===== src/rtl/mem_port_arbiter_pkg.sv =====
// Shared types and constants for mem_port_arbiter.
//   arb_state_t : arbiter FSM state (IDLE, GRANT_I, GRANT_D)
//   arb_req_t   : requester identity, used for the last-grant record
//   WORD_MASK   : clears the byte offset to form a word-aligned address
package mem_port_arbiter_pkg;

    typedef enum logic [1:0] {
        IDLE,
        GRANT_I,
        GRANT_D
    } arb_state_t;

    typedef enum logic {
        REQ_INST,
        REQ_DATA
    } arb_req_t;

    // Wide enough for any supported ADDR_W; callers slice to width.
    localparam logic [63:0] WORD_MASK = ~64'h3;

endpackage


===== src/rtl/mem_port_arbiter.sv =====
// mem_port_arbiter: shares one physical memory port between the instruction-fetch
// and data requesters. One transaction at a time; the granted request is captured
// into registers and driven downstream until pmem_resp, then an IDLE cycle follows.
//
// Ports
//   clk, rst                  clock (rising edge), asynchronous active-low reset
//   i_read, i_addr            fetch request; i_rdata/i_resp return path
//   d_read, d_write, d_addr,  data request (write wins if both read and write set);
//   d_wdata, d_byte_enable    d_rdata/d_resp return path
//   pmem_read/write/addr/     downstream request, registered, held until pmem_resp
//   wdata/byte_enable
//   pmem_rdata, pmem_resp     downstream response
//
// Configuration
//   ARB_ROUND_ROBIN_EN : when defined, ties go to the requester not granted last.
//                        When undefined, ties go to data (fixed priority).
module mem_port_arbiter
    import mem_port_arbiter_pkg::*;
#(
    parameter int unsigned ADDR_W = 32,
    parameter int unsigned DATA_W = 32
) (
    input  logic                clk,
    input  logic                rst,

    input  logic                i_read,
    input  logic [ADDR_W-1:0]   i_addr,
    output logic [DATA_W-1:0]   i_rdata,
    output logic                i_resp,

    input  logic                d_read,
    input  logic                d_write,
    input  logic [ADDR_W-1:0]   d_addr,
    input  logic [DATA_W-1:0]   d_wdata,
    input  logic [DATA_W/8-1:0] d_byte_enable,
    output logic [DATA_W-1:0]   d_rdata,
    output logic                d_resp,

    output logic                pmem_read,
    output logic                pmem_write,
    output logic [ADDR_W-1:0]   pmem_addr,
    output logic [DATA_W-1:0]   pmem_wdata,
    output logic [DATA_W/8-1:0] pmem_byte_enable,
    input  logic [DATA_W-1:0]   pmem_rdata,
    input  logic                pmem_resp
);

    localparam int unsigned BeW = DATA_W / 8;

    arb_state_t          state_q, state_d;
    logic                write_q, write_d;
    logic [ADDR_W-1:0]   addr_q, addr_d;
    logic [DATA_W-1:0]   wdata_q, wdata_d;
    logic [BeW-1:0]      be_q, be_d;

    logic                i_pend;
    logic                d_pend;
    logic                prefer_data;

    assign i_pend = i_read;
    assign d_pend = d_read | d_write;

`ifdef ARB_ROUND_ROBIN_EN
    arb_req_t            last_q, last_d;
    // Data wins a tie only if fetch was granted last.
    assign prefer_data = (last_q == REQ_INST);
`else
    assign prefer_data = 1'b1;
`endif

    always_comb begin
        state_d = state_q;
        write_d = write_q;
        addr_d  = addr_q;
        wdata_d = wdata_q;
        be_d    = be_q;
`ifdef ARB_ROUND_ROBIN_EN
        last_d  = last_q;
`endif
        unique case (state_q)
            IDLE: begin
                if (d_pend && (!i_pend || prefer_data)) begin
                    state_d = GRANT_D;
                    // A simultaneous read+write is treated as a write.
                    write_d = d_write;
                    addr_d  = d_addr & WORD_MASK[ADDR_W-1:0];
                    wdata_d = d_wdata;
                    be_d    = d_write ? d_byte_enable : {BeW{1'b1}};
`ifdef ARB_ROUND_ROBIN_EN
                    last_d  = REQ_DATA;
`endif
                end else if (i_pend) begin
                    state_d = GRANT_I;
                    write_d = 1'b0;
                    addr_d  = i_addr & WORD_MASK[ADDR_W-1:0];
                    wdata_d = '0;
                    be_d    = {BeW{1'b1}};
`ifdef ARB_ROUND_ROBIN_EN
                    last_d  = REQ_INST;
`endif
                end
            end
            GRANT_I, GRANT_D: begin
                if (pmem_resp) begin
                    state_d = IDLE;
                end
            end
            default: state_d = IDLE;
        endcase
    end

    always_ff @(posedge clk or negedge rst) begin
        if (!rst) begin
            state_q <= IDLE;
            write_q <= 1'b0;
            addr_q  <= '0;
            wdata_q <= '0;
            be_q    <= '0;
        end else begin
            state_q <= state_d;
            write_q <= write_d;
            addr_q  <= addr_d;
            wdata_q <= wdata_d;
            be_q    <= be_d;
        end
    end

`ifdef ARB_ROUND_ROBIN_EN
    always_ff @(posedge clk or negedge rst) begin
        if (!rst) begin
            last_q <= REQ_INST;
        end else begin
            last_q <= last_d;
        end
    end
`endif

    // Request strobes decode straight from reset-cleared state, so an async reset
    // drops them at once with no clock edge.
    assign pmem_read        = (state_q != IDLE) && !write_q;
    assign pmem_write       = (state_q != IDLE) && write_q;
    assign pmem_addr        = addr_q;
    assign pmem_wdata       = wdata_q;
    assign pmem_byte_enable = be_q;

    assign i_resp  = pmem_resp && (state_q == GRANT_I);
    assign d_resp  = pmem_resp && (state_q == GRANT_D);
    assign i_rdata = pmem_rdata;
    assign d_rdata = pmem_rdata;

endmodule


===== config.mk =====
export PLATFORM = sky130hd
export DESIGN_NAME = mem_port_arbiter
export DESIGN_NICKNAME = d
export VERILOG_FILES = /design/src/rtl/mem_port_arbiter_pkg.sv /design/src/rtl/mem_port_arbiter.sv
export SDC_FILE = /design/constraint.sdc
export NUM_CORES = 1
export LEC_CHECK = 0
export ABC_AREA = 1
export BUFFER_PORTS_ARGS = -buffer_cell sky130_fd_sc_hd__buf_2
export CORE_AREA = 3 3 105 107
export CTS_CLUSTER_SIZE = 40
export DETAILED_ROUTE_END_ITERATION = 10
export DIE_AREA = 0 0 108 110
export PLACE_DENSITY = 0.77
export SYNTH_ARGS = -nofsm -noshare
export SYNTH_HDL_FRONTEND = slang
export SYNTH_SLANG_ARGS = --single-unit

===== constraint.sdc =====
create_clock -name clk -period 1.7 [get_ports clk]
set_input_delay 0.255 -clock clk [delete_from_list [all_inputs] [get_ports clk]]
set_output_delay 0.255 -clock clk [all_outputs]
set_load 0.1 [all_outputs]

==> impl_metrics.toml, run 1 <==
[global_route]
grt_first_pass_wirelength_mm = 13.3
globalRouteOverflowTotal = 0
largest_net_degree_at_the_start_of_global_routing = 70
first_global_vias = 2858
antenna_found_initial = 0
globalRouteTotalUtil_pct = 14.4

[detailed_routing]
detail_route.wirelength_mm = 8.67
antenna_violating_nets_post_route = 0
detailedRoute.firstIterationViolations = 110
drt_drc_violations_left = 0
via_density_per_instance = 4.23
detailedRoute.firstPassIterationCount = 6
avgRoutedWirePerCell_um = 12.0
detailroute.via_count = 3062

[synthesis]
synth-xor-area-share_pct = 0
yosysSeqAreaShare_pct = 48.1
ys_warn_count = 0
syn-cell-area_sq_um = 3590
synth_top_family_by_area = "simple AND/OR/NAND/NOR gates"
post_synth_num_cell_types = 14
yosys.area_share.simple_pct = 32.3
synth-compound-area-share_pct = 0.696
post_synth_mux_area_share_pct = 0
netlist_instances = 477
synth_area_per_cell_sq_um = 7.53
register_bit_total_from_synthesis = 69
synth-adder-area-share_pct = 1.04

[critical_path]
critical_path.slowest_cell = "sky130_fd_sc_hd__dfrtp_1"
crit_path_start_kind = "flop"
slowest_delay_ns = 0.37
crit_path_max_fo = 6
critical_path.cell_chain = "inv_1 -> ha_2 -> nor2_4 -> buf_12"
timing.setup.critical_path_class = "reg -> out"
worst_ep_required_time_ns = 1.44
end_kind = "output port"
timing.critical_path.arrival_ns = 1.35

[clock_network]
numCtsBuffers = 9
clk_transition_reported_paths_ns = 0.07
cts_buffer_depth = 2
tritoncts = "yes"
clockRootBuffer = "sky130_fd_sc_hd__clkbuf_8"
numClockSinks = 69
clock_insertion_delay_worst_skew_ns = 0.33
cts.htree.levels = 3

[floorplan]
die_area_sq_um = 11900
initial_utilization_pct = 35.1
chipWidth_um = 108
io_pins = 274
core.rowCount = 37
core_area_sq_um = 10200
die_h_um = 110

[finish]
final.fill_count = 1064
postLayoutCoreUtil_pct = 43.2
antenna_cells_inserted = 0
synthToLayoutAreaGrowth_pct = 23.1
area_of_combinational_cells_with_multiple_inputs_sq_um = 1250
stdcell_count = 724
layout-drive-gt1-share_pct = 34.2
fin_nets = 724
seqCellArea_sq_um = 1730

[timing]
min_period_over_period_pct = 94.4
max_freq_ghz = 0.623
grt_setup_unrepaired = "true"
min_period_ns = 1.60
report.final.slew_viol_count = 0
finalSetupViolations = 0
worst_clock_skew_ns = 0.00851
final_hold_violating_endpoints = 0
fin_worst_hold_slack_ns = 0.120

[placed_design]
number_of_i_o_port_buffers = 171
post_detailed_placement_half_perimeter_wirelength_mm = 6.36
gpl.final_weighted_congestion = 0.739
place_inst = 707

[run_status]
run_status = "complete, no violations"

[worst_hold_path]
tightest_hold_check_type = "in -> reg"

[flow_run]
maxCapViolations = 0
## critical path, delay by kind of cell (launching register included)
family / cells / cell delay (ns)
DFF: 1 / 0.37
and+or+nand+nor: 1 / 0.14
adders and majority gates: 1 / 0.25
buffers and inverters: 2 / 0.25
## sequential cells by signal, summed over array words and instances (netlist names)
name              cells
pmem_addr            30
pmem_wdata           32
state_q               2
pmem_byte_enable      4
write_q               1
## cell usage in the layout, fill, tap and decap left out, types with 2 or more instances in the layout
master and instances:
sky130_fd_sc_hd__nand2_1 291, sky130_fd_sc_hd__buf_2 167, sky130_fd_sc_hd__dfrtp_1 69, sky130_fd_sc_hd__inv_1 10, sky130_fd_sc_hd__clkbuf_8 10, sky130_fd_sc_hd__buf_12 6
sky130_fd_sc_hd__o21ai_0 5, sky130_fd_sc_hd__nor2_4 4, sky130_fd_sc_hd__nor2_1 4, sky130_fd_sc_hd__buf_4 3, sky130_fd_sc_hd__nand2_2 2, sky130_fd_sc_hd__ha_1 2
sky130_fd_sc_hd__conb_1 2, sky130_fd_sc_hd__bufinv_16 2, sky130_fd_sc_hd__buf_6 2
## path summary, 6_finish.rpt
| path | startpoint | to | slack (ns) | cells after the start |
|---|---|---|---|---|
| min reg2reg | pmem_wdata[3] | pmem_wdata[3] | 0.47 | 2 |
| max reg2reg | state_q[0] | pmem_addr[25] | 0.24 | 7 |
| min in group asynchronous | rst | pmem_wdata[24] | 0.47 | 3 |
| max | state_q[0] | pmem_read | 0.1 | 4 |
| max in group asynchronous | rst | write_q | 0.91 | 3 |
| min | d_wdata[15] | pmem_wdata[15] | 0.12 | 3 |
## cell type report
| cell class | instances | area share, % |
|---|---|---|
| clock buffers | 11 | 3.20 |
| clock inverters | 5 | 1.87 |
| inverters | 11 | 0.934 |
| multi-input cells | 313 | 28.2 |
| flip-flops and latches | 69 | 39.0 |
| well taps | 136 | 3.85 |
| repair buffers | 179 | 22.9 |
## metrics by stage
| stage | area (sq um) | setup TNS (ns) | setup WS, ns |
|---|---|---|---|
| floorplan | 3600 | -0.101 | -0.0507 |
| global placement | 4160 | 0 | 0.207 |
| detailed placement | 4160 | 0 | 0.194 |
| CTS | 4400 | 0 | 0.0445 |
| global route | 4420 | -0.0300 | -0.0199 |
| finish | 4420 | 0 | 0.0951 |
## cell usage after synthesis, drive strengths merged
cell | instances | area (sq um)
nand3 | 1 | 5.00
buf | 85 | 598
nand4 | 1 | 6.26
ha | 3 | 37.5
nand2 | 293 | 1100
o21ai | 5 | 25.0
dfrtp | 69 | 1730
inv | 11 | 41.3
conb | 1 | 3.75
nor2 | 8 | 45.0
## repair_timing
action / CTS / global route
gates cloned: 0 / 0
setup buffers: 0 / 0
setup endpoints to repair: 4 / 4
endpoints found under the hold margin: 69 / 0
hold buffers: 1 / 0
gates resized for setup: 3 / 4
## layer usage
layer	GRT usage (%)	vias to the layer above	wire length, um
met2	25.3	143	4330
met4	6.22	0	187
li1	-	1560	-
met5	0	-	0
met1	15.5	1333	3410
met3	5.47	26	745
## logic make-up (layout without fill, tap and decap cells)
family / count (synthesis) / count (layout)
simple gates: 303 / 303
buf+inv: 96 / 206
flops: 69 / 69
compound gates: 5 / 5
fa+ha+maj: 3 / 3
other cells: 1 / 2
Power of run 1 is not shown: default switching activity piles up to over one toggle a cycle in this logic, so the estimate is an artifact.
==> run 2: changes to the inputs <==
- CORE_AREA: 3 3 105 107 -> 5 5 104 106
- DIE_AREA: 0 0 108 110 -> 0 0 109 111
- PLACE_DENSITY: 0.77 -> 0.8
==> run 2 against run 1 <==
Against the previous run: register-to-register slack improved by 0.11 ns; highest routed layer unchanged; critical path depth is 1 higher; first-iteration DRC count grew 31%; largest cell class unchanged; clock-buffer cell count is 1 lower; maximum frequency decreased by 0.89%.
==> impl_metrics.toml, run 2 (same netlist as run 1, synthesis figures left out) <==
[detailed_routing]
via_density_per_instance = 4.24
avgRoutedWirePerCell_um = 12.1
detail_route.wirelength_mm = 8.78
drt_drc_violations_left = 0
detailedRoute.firstIterationViolations = 144
detailedRoute.firstPassIterationCount = 4
detailroute.via_count = 3062
antenna_violating_nets_post_route = 0

[global_route]
largest_net_degree_at_the_start_of_global_routing = 70
globalRouteOverflowTotal = 0
first_global_vias = 2946
grt_first_pass_wirelength_mm = 13.8
globalRouteTotalUtil_pct = 14.3
antenna_found_initial = 0

[critical_path]
timing.setup.critical_path_class = "reg -> out"
reg2reg_slack_ns = 0.35
crit_path_max_fo = 2
worst_setup_path_startpoint = "state_q[0]"
startpoint_of_the_most_critical_register_to_register_path = "state_q[0]"
crit_path_start_kind = "flop"
timing.critical_path.arrival_ns = 1.36
worst_ep_required_time_ns = 1.44
end_kind = "output port"

[clock_network]
numClockSinks = 69
cts_buffer_depth = 2
clk_transition_reported_paths_ns = 0.08
tritoncts = "yes"
cts.htree.levels = 3
clockRootBuffer = "sky130_fd_sc_hd__clkbuf_8"
numCtsBuffers = 9
clock_insertion_delay_worst_skew_ns = 0.33

[timing]
min_period_ns = 1.62
grt_setup_unrepaired = "false"
report.final.slew_viol_count = 0
max_freq_ghz = 0.618
final_hold_violating_endpoints = 0
worst_clock_skew_ns = 0.0110
finalSetupViolations = 0
min_period_over_period_pct = 95.2

[finish]
layout_commonest_cell = "sky130_fd_sc_hd__nand2_1"
postLayoutCoreUtil_pct = 45.7
layout-drive-gt1-share_pct = 34.6
largest_register_ffs = 32
fin_nets = 726
synthToLayoutAreaGrowth_pct = 23.2
area_of_combinational_cells_with_multiple_inputs_sq_um = 1240
antenna_cells_inserted = 0
final.fill_count = 1000
final_cell_mix = "sky130_fd_sc_hd__nand2_1, sky130_fd_sc_hd__buf_2, sky130_fd_sc_hd__dfrtp_1, sky130_fd_sc_hd__inv_1, sky130_fd_sc_hd__clkbuf_8"
stdcell_count = 723
seqCellArea_sq_um = 1730

[worst_hold_path]
tightest_hold_check_type = "in -> reg"
worstHoldStart = "d_wdata[21]"

[floorplan]
core.rowCount = 36
initial_utilization_pct = 37.1
die_area_sq_um = 12100
die_h_um = 111
chipWidth_um = 109
core_area_sq_um = 9680
io_pins = 274

[placed_design]
number_of_i_o_port_buffers = 171
place_inst = 705
post_detailed_placement_half_perimeter_wirelength_mm = 6.49
gpl.final_weighted_congestion = 0.748

[run_status]
run_status = "complete, no violations"

[flow_run]
maxCapViolations = 0
==> run 2: cell types whose count changed in the layout (fill, tap and decap cells not counted) <==
| cell | change |
|---|---|
| sky130_fd_sc_hd__buf_4 | +3 |
| sky130_fd_sc_hd__buf_6 | -2 |
| sky130_fd_sc_hd__nor2_2 | +2 |
| sky130_fd_sc_hd__nor2_4 | -2 |
| sky130_fd_sc_hd__buf_12 | +1 |
| sky130_fd_sc_hd__clkbuf_1 | -1 |
| sky130_fd_sc_hd__clkinv_2 | +1 |
| sky130_fd_sc_hd__clkinvlp_4 | +1 |
| sky130_fd_sc_hd__inv_6 | -1 |
==> run 2: path summary, 6_finish.rpt <==
| check | to | cells past startpoint |
|---|---|---|
| max | i_resp | 5 |
| min | pmem_wdata[21] | 3 |
| max reg2reg | pmem_wdata[23] | 7 |
| min reg2reg | pmem_wdata[31] | 2 |
| max in group asynchronous | pmem_addr[19] | 3 |
| min in group asynchronous | pmem_wdata[25] | 3 |
==> run 2: critical path, cell delays in order (launching register included) <==
cell                      delay [ns]
sky130_fd_sc_hd__dfrtp_1        0.39
sky130_fd_sc_hd__buf_4          0.14
sky130_fd_sc_hd__ha_1           0.18
sky130_fd_sc_hd__nand2_1        0.07
sky130_fd_sc_hd__inv_1          0.03
sky130_fd_sc_hd__buf_4          0.22
==> run 2: cell type report <==
cell class                 instances  area share, %
clock buffer                      10           3.11
multi-input combinational        313           28.0
inverter                          11          0.932
clock inverter                     6           1.95
sequential                        69           39.0
timing repair buffer             181           23.3
tap                              133           3.76
==> run 2: metrics by stage <==
step / hold WS (ns) / area, sq um / setup TNS [ns] / setup slack (ns)
after floorplan: -0.0406 / 3600 / -0.101 / -0.0507
after global placement: 0.304 / 4180 / 0 / 0.277
after detailed placement: 0.306 / 4180 / 0 / 0.239
after CTS: 0.0813 / 4420 / 0 / 0.0574
after global routing: 0.0838 / 4430 / 0 / 0.00553
final: 0.111 / 4430 / 0 / 0.0808
==> run 2: repair_timing <==
| item | in CTS | in global routing |
|---|---|---|
| endpoints found under the hold margin | 69 | 0 |
| buffers inserted | 0 | 1 |
| cloned | 0 | 0 |
| pin swaps | 0 | 0 |
| resized for setup | 2 | 0 |
| hold buffers | 1 | 0 |
| endpoints found under the setup margin | 3 | 1 |
==> run 2: per-layer routing <==
layer | up-vias | GRT usage (%) | part of all wire [%]
met5 | - | 0 | 0
met4 | 0 | 4.71 | 1.9
met3 | 25 | 5.53 | 11
met2 | 150 | 24.0 | 48
met1 | 1321 | 16.5 | 40
li1 | 1566 | - | -
Power of run 2 is left out for the same reason.
